### config.mk
export PLATFORM = sky130hd
export DESIGN_NAME = core2_cpu_0_oci_dct_packer
export DESIGN_NICKNAME = d
export VERILOG_FILES = /design/src/rtl/core2_cpu_0_oci_dct_packer.sv
export SDC_FILE = /design/constraint.sdc
export NUM_CORES = 1
export LEC_CHECK = 0
export BUFFER_PORTS_ARGS = -buffer_cell sky130_fd_sc_hd__buf_2
export CAP_MARGIN = 20
export CORE_MARGIN = 5
export CORE_UTILIZATION = 50
export CTS_BUF_LIST = sky130_fd_sc_hd__clkbuf_8 sky130_fd_sc_hd__clkbuf_16
export DETAILED_ROUTE_END_ITERATION = 7
export PLACE_DENSITY_LB_ADDON = 0.3
export SYNTH_ARGS = -nofsm -noshare
export SYNTH_HDL_FRONTEND = slang
export SYNTH_SLANG_ARGS = --single-unit
export TNS_END_PERCENT = 20
### constraint.sdc
create_clock -name clk_i -period 4.65 [get_ports clk_i]
set_clock_uncertainty 0.2 [all_clocks]
set_input_delay 0.465 -clock clk_i [delete_from_list [all_inputs] [get_ports clk_i]]
set_output_delay 0.465 -clock clk_i [all_outputs]
set_load 0.05 [all_outputs]
### src/rtl/core2_cpu_0_oci_dct_packer.sv
// DCT atom packer: shifts retired direct-transfer atoms into a live buffer,
// hands full/flushed buffers out as frames (valid/ready) and sequences the
// end-of-test indications once the trace path has drained.
//
// Ports:
//   clk_i, reset_i        rising-edge clock, synchronous active-high reset
//   dct_valid_i/code_i    one atom per cycle
//   flush_i               emit the partial buffer
//   test_stop_i           drain and end the test
//   frame_ready_i         consumer accepts frame
//   frame_valid_o/data_o/count_o   frame register
//   dct_buffer_o/count_o  live packing buffer
//   overflow_o            sticky atom-dropped flag
//   test_ending_o         one-cycle pulse when drained
//   test_has_ended_o      sticky after test_ending_o
module core2_cpu_0_oci_dct_packer #(
  parameter int ATOMS  = 15,
  parameter int ATOM_W = 2,
  localparam int BUF_W = ATOMS * ATOM_W
) (
  input  logic              clk_i,
  input  logic              reset_i,
  input  logic              dct_valid_i,
  input  logic [ATOM_W-1:0] dct_code_i,
  input  logic              flush_i,
  input  logic              test_stop_i,
  input  logic              frame_ready_i,
  output logic              frame_valid_o,
  output logic [BUF_W-1:0]  frame_data_o,
  output logic [3:0]        frame_count_o,
  output logic [BUF_W-1:0]  dct_buffer_o,
  output logic [3:0]        dct_count_o,
  output logic              overflow_o,
  output logic              test_ending_o,
  output logic              test_has_ended_o
);

  localparam logic [3:0] FULL = 4'(ATOMS);

  typedef enum logic [1:0] {
    S_RUN,
    S_DRAIN,
    S_ENDING,
    S_ENDED
  } state_e;

  state_e           state_q, state_d;
  logic [BUF_W-1:0] buf_q, buf_d;
  logic [3:0]       cnt_q, cnt_d;
  logic             fv_q, fv_d;
  logic [BUF_W-1:0] fdata_q, fdata_d;
  logic [3:0]       fcnt_q, fcnt_d;
  logic             ovf_q, ovf_d;
  logic             fp_q, fp_d;
  logic             ending_q, ending_d;
  logic             ended_q, ended_d;

  logic slot_free;
  logic active;
  logic run;
  logic fp_eff;
  logic full;
  logic emit;
  logic take;
  logic drop;

  always_comb begin
    slot_free = !fv_q || frame_ready_i;
    run       = (state_q == S_RUN);
    active    = run || (state_q == S_DRAIN);
    // Draining behaves like a permanent flush request.
    fp_eff    = fp_q || (state_q == S_DRAIN);
    full      = (cnt_q == FULL);
    emit      = active && slot_free
              && (full || (fp_eff && cnt_q != 4'd0));
    // A full buffer only takes a new atom if it empties this cycle.
    take      = run && dct_valid_i && (!full || emit);
    drop      = run && dct_valid_i && full && !slot_free;

    buf_d    = buf_q;
    cnt_d    = cnt_q;
    fv_d     = fv_q;
    fdata_d  = fdata_q;
    fcnt_d   = fcnt_q;
    ovf_d    = ovf_q;
    fp_d     = fp_q;
    state_d  = state_q;
    ending_d = 1'b0;
    ended_d  = ended_q;

    if (emit) begin
      fdata_d = buf_q;
      fcnt_d  = cnt_q;
      fv_d    = 1'b1;
      buf_d   = '0;
      cnt_d   = 4'd0;
    end else if (fv_q && frame_ready_i) begin
      fv_d = 1'b0;
    end

    if (take) begin
      if (emit) begin
        buf_d = BUF_W'(dct_code_i);
        cnt_d = 4'd1;
      end else begin
        buf_d = (buf_q << ATOM_W) | BUF_W'(dct_code_i);
        cnt_d = cnt_q + 4'd1;
      end
    end

    if (drop) begin
      ovf_d = 1'b1;
    end

    // A new flush wins over clearing, so an atom that arrives with a
    // full-buffer emit still gets flushed on the following cycle.
    if (flush_i && active) begin
      fp_d = 1'b1;
    end else if (emit || cnt_q == 4'd0) begin
      fp_d = 1'b0;
    end

    unique case (state_q)
      S_RUN: begin
        if (test_stop_i) begin
          state_d = S_DRAIN;
        end
      end
      S_DRAIN: begin
        if (cnt_q == 4'd0 && !fv_q) begin
          state_d  = S_ENDING;
          ending_d = 1'b1;
        end
      end
      S_ENDING: begin
        state_d = S_ENDED;
        ended_d = 1'b1;
      end
      default: begin
        state_d = S_ENDED;
      end
    endcase
  end

  always_ff @(posedge clk_i) begin
    if (reset_i) begin
      state_q  <= S_RUN;
      buf_q    <= '0;
      cnt_q    <= 4'd0;
      fv_q     <= 1'b0;
      fdata_q  <= '0;
      fcnt_q   <= 4'd0;
      ovf_q    <= 1'b0;
      fp_q     <= 1'b0;
      ending_q <= 1'b0;
      ended_q  <= 1'b0;
    end else begin
      state_q  <= state_d;
      buf_q    <= buf_d;
      cnt_q    <= cnt_d;
      fv_q     <= fv_d;
      fdata_q  <= fdata_d;
      fcnt_q   <= fcnt_d;
      ovf_q    <= ovf_d;
      fp_q     <= fp_d;
      ending_q <= ending_d;
      ended_q  <= ended_d;
    end
  end

  assign frame_valid_o    = fv_q;
  assign frame_data_o     = fdata_q;
  assign frame_count_o    = fcnt_q;
  assign dct_buffer_o     = buf_q;
  assign dct_count_o      = cnt_q;
  assign overflow_o       = ovf_q;
  assign test_ending_o    = ending_q;
  assign test_has_ended_o = ended_q;

endmodule

==> results.cfg <==
[layout]
drive_above_1_share_pct = 35.1
n_antenna_cell = 0
syn_to_final_growth_pct = 20.0
fin_util_pct = 62.5
nNetsFinal = 382
nFillCells = 497

[yosys]
synth_flop_cell = dfxtp_1
yosysTopAreaCellShare_pct = 52.1
synth_edf_count = 0
synth_adder_area_share_pct = 0.868
ys.warnings.count = 0
yosysSeqAreaShare_pct = 52.1
yosys.cell_types.count = 32
avgSynthCellArea_um2 = 9.68
synth_compound_area_share_pct = 13.3
synth_top_cell_by_area = dfxtp_1
ys_async_sr_fraction_pct = 0
syn_nets = 308
synth_cells = 298
yosys_register_bits = 75
netlist_area_um2 = 2880
synthMuxAreaShare_pct = 11.8
synth_top_family_by_area = simple AND/OR/NAND/NOR gates
synth-simple-area-share_pct = 16.7
synth_area_leaders = dfxtp_1, mux2i_1, a21oi_2, nand2_1, nor2_1
synth-xor-area-share_pct = 0.304

[floorplan]
fp-row-count = 27
core_area_um2 = 5540
chipHeight_um = 85.9
io_pins = 80
dieWidth_um = 85.9
die_area_um2 = 7390
start_util_pct = 52.1

[cts]
postCtsSetupRepairBufs = 0
clk_latency_ns = 0.34
cts-root-buf = clkbuf_8
numCtsBuffers = 9
cts.hold.buffers_added = 0
clock_sinks = 75
ctsResizeCount = 0
clock_path_buffers = 2
htreeDepth = 3
cts.clk_slew.worst_paths_ns = 0.07
cts_tree = yes

[grt]
first_global_vias = 2183
grt_use_total_pct = 17.4
grt_pass1_wl_mm = 10.3
overflow = 0
antenna_found_initial = 0
grt_max_degree = 46

[placed_design]
gp_congestion = 0.830
hpwlAfterDp_mm = 4.16
dpl_worst_slack_ns = 1.68
portBuffers = 79

[drt]
routed_via_density = 5.03
wl_per_cell_um = 13.6
drt_drc_violations_left = 0
vias = 2255
drt_iter0_markers = 83
drtAntennaViolNets = 0
dr.pass1.iters = 4
drt-total-wl_mm = 6.11

[sta]
period_minus_slack_ns = 2.94
drv_slew = 0
tns_ns = 0
setup_ws_ns = 1.71
slew_headroom_pct = 38.5
tightest_slew_ns = 0.922
rsz0062_at_grt = false
fmax_mhz = 341
setup_viol = 0
finalHoldViolCount = 0
post-route-period-util_pct = 63.2

[critical_path]
crit_buf_inv = 1
arrival_ns = 2.92
worst_setup_path_end_kind = register
path_cells = inv_1 -> ha_1 -> or3b_4 -> o21ai_2 -> a21oi_4 -> or2_2 -> a311oi_1
critPathSlowestCell = or2_2
startpoint_type = register
critPathTopFamily = simple AND/OR/NAND/NOR gates
max_stage_delay_ns = 0.84
crit_type = register to register
required_ns = 4.63
rr_worst_depth = 7
worstSetupPathDepth = 7
worstPathMaxFanout = 31

[power]
powerDensity_nw_per_um2 = 372
peakVddDrop_mv = 0.183
p_leak_uw = 0.00143
finalPower_uw = 1290

[run_status]
status = completed

[run]
drv_cap = 0

[hold_path]
whs_path_depth = 3
hold_class = primary input to register
==> Yosys cell counts (2+ instances only) <==
master    instances
clkbuf_1          8
buf_6             6
ha_1              2
a21oi_1           8
o21ai_0           3
dfxtp_1          75
nor2_1           40
mux2i_1          34
buf_2             4
nor3_1            2
inv_1             5
nand2_1          60
a21oi_2          30
or3_1             2
nand3b_1          2
==> path summary, 6_finish.rpt <==
path / end / startpoint / slack, ns
min reg2reg: test_has_ended_o / test_has_ended_o / 0.27
min: dct_buffer_o[0] / dct_code_i[0] / 0.17
max reg2reg: dct_count_o[2] / dct_count_o[0] / 1.71
max: dct_count_o[2] / dct_count_o[0] / 1.71
==> metrics by stage <==
stage	hold slack, ns	instance area, µm²	cells
3_3_place_gp	0.241	3270	432
5_1_grt	0.166	3460	448
6_report	0.171	3460	448
2_1_floorplan	0.304	2880	298
3_5_place_dp	0.256	3290	433
4_1_cts	0.157	3460	448
==> kinds of logic after synthesis <==
kind of cell / Yosys count
buffers and inverters: 24
xor gates and xnor gates: 1
AOI/OAI and AO/OA: 47
adders and majority gates: 2
and+or+nand+nor: 115
muxes: 34
DFF: 75
==> flip-flops by register name, indices dropped and copies added (netlist names) <==
register / count
frame_data_o: 30
overflow_o: 1
test_ending_o: 1
dct_count_o: 4
fp_q: 1
dct_buffer_o: 30
frame_count_o: 4
frame_valid_o: 1
test_has_ended_o: 1
state_q: 2
==> report_power, final <==
| part | total [µW] | switching [µW] | leakage (µW) | internal [µW] |
|---|---|---|---|---|
| logic | 163 | 115 | 0.000718 | 48.3 |
| registers | 667 | 13.3 | 0.000605 | 654 |
| clock network | 456 | 219 | 0.000103 | 237 |
==> layer usage <==
layer | wire, µm | part of all wire (%) | vias up | track usage [%]
met5 | 0 | 0 | - | 0
met4 | 80 | 1.3 | 0 | 9.50
met1 | 2820 | 46 | 1064 | 22.3
li1 | - | - | 1133 | -
met3 | 289 | 4.7 | 6 | 4.71
met2 | 2910 | 48 | 52 | 26.3
==> worst reg2reg max path, delay by kind of cell (launching register included) <==
kind | cells | cell delay (ns)
AO/OA/AOI/OAI | 3 | 0.79
adder cells (fa/ha/maj) | 1 | 0.19
flip-flops | 1 | 0.42
AND/OR/NAND/NOR | 2 | 1.09
buffers and inverters | 1 | 0.10
==> layout make-up <==
type,instances,area [µm²],area share (%)
sequential,75,1500,43.4
tap,72,90.1,2.60
clock inverter,6,51.3,1.48
timing repair buffer,82,425,12.3
clock buffer,9,124,3.58
multi-input combinational,199,1250,36.1
inverter,5,18.8,0.542
==> placed cells by master (no fill, tap or decap) <==
| cell type | instances |
|---|---|
| nor3_1 | 2 |
| a21oi_4 | 1 |
| nor2b_4 | 1 |
| o21ai_0 | 2 |
| a32oi_1 | 1 |
| ha_1 | 2 |
| o22ai_1 | 1 |
| or3b_4 | 1 |
| a311oi_1 | 1 |
| dfxtp_1 | 75 |
| clkbuf_8 | 9 |
| nor2b_1 | 1 |
| bufinv_16 | 1 |
| a31oi_1 | 1 |
| nor2_2 | 1 |
| nand4_1 | 1 |
| a21oi_1 | 8 |
| inv_1 | 8 |
| or3_1 | 2 |
| a2111oi_4 | 1 |
| or2_2 | 2 |
| nand2_1 | 60 |
| clkinv_2 | 2 |
| nand3_1 | 1 |
| xor2_1 | 1 |
| buf_4 | 2 |
| buf_2 | 79 |
| nand3b_1 | 2 |
| o21ai_2 | 2 |
| mux2i_1 | 34 |
| nor2_1 | 40 |
| and3_1 | 1 |
| a21oi_2 | 29 |
| buf_8 | 1 |
Note: power is estimated with default switching activity, not from simulation.
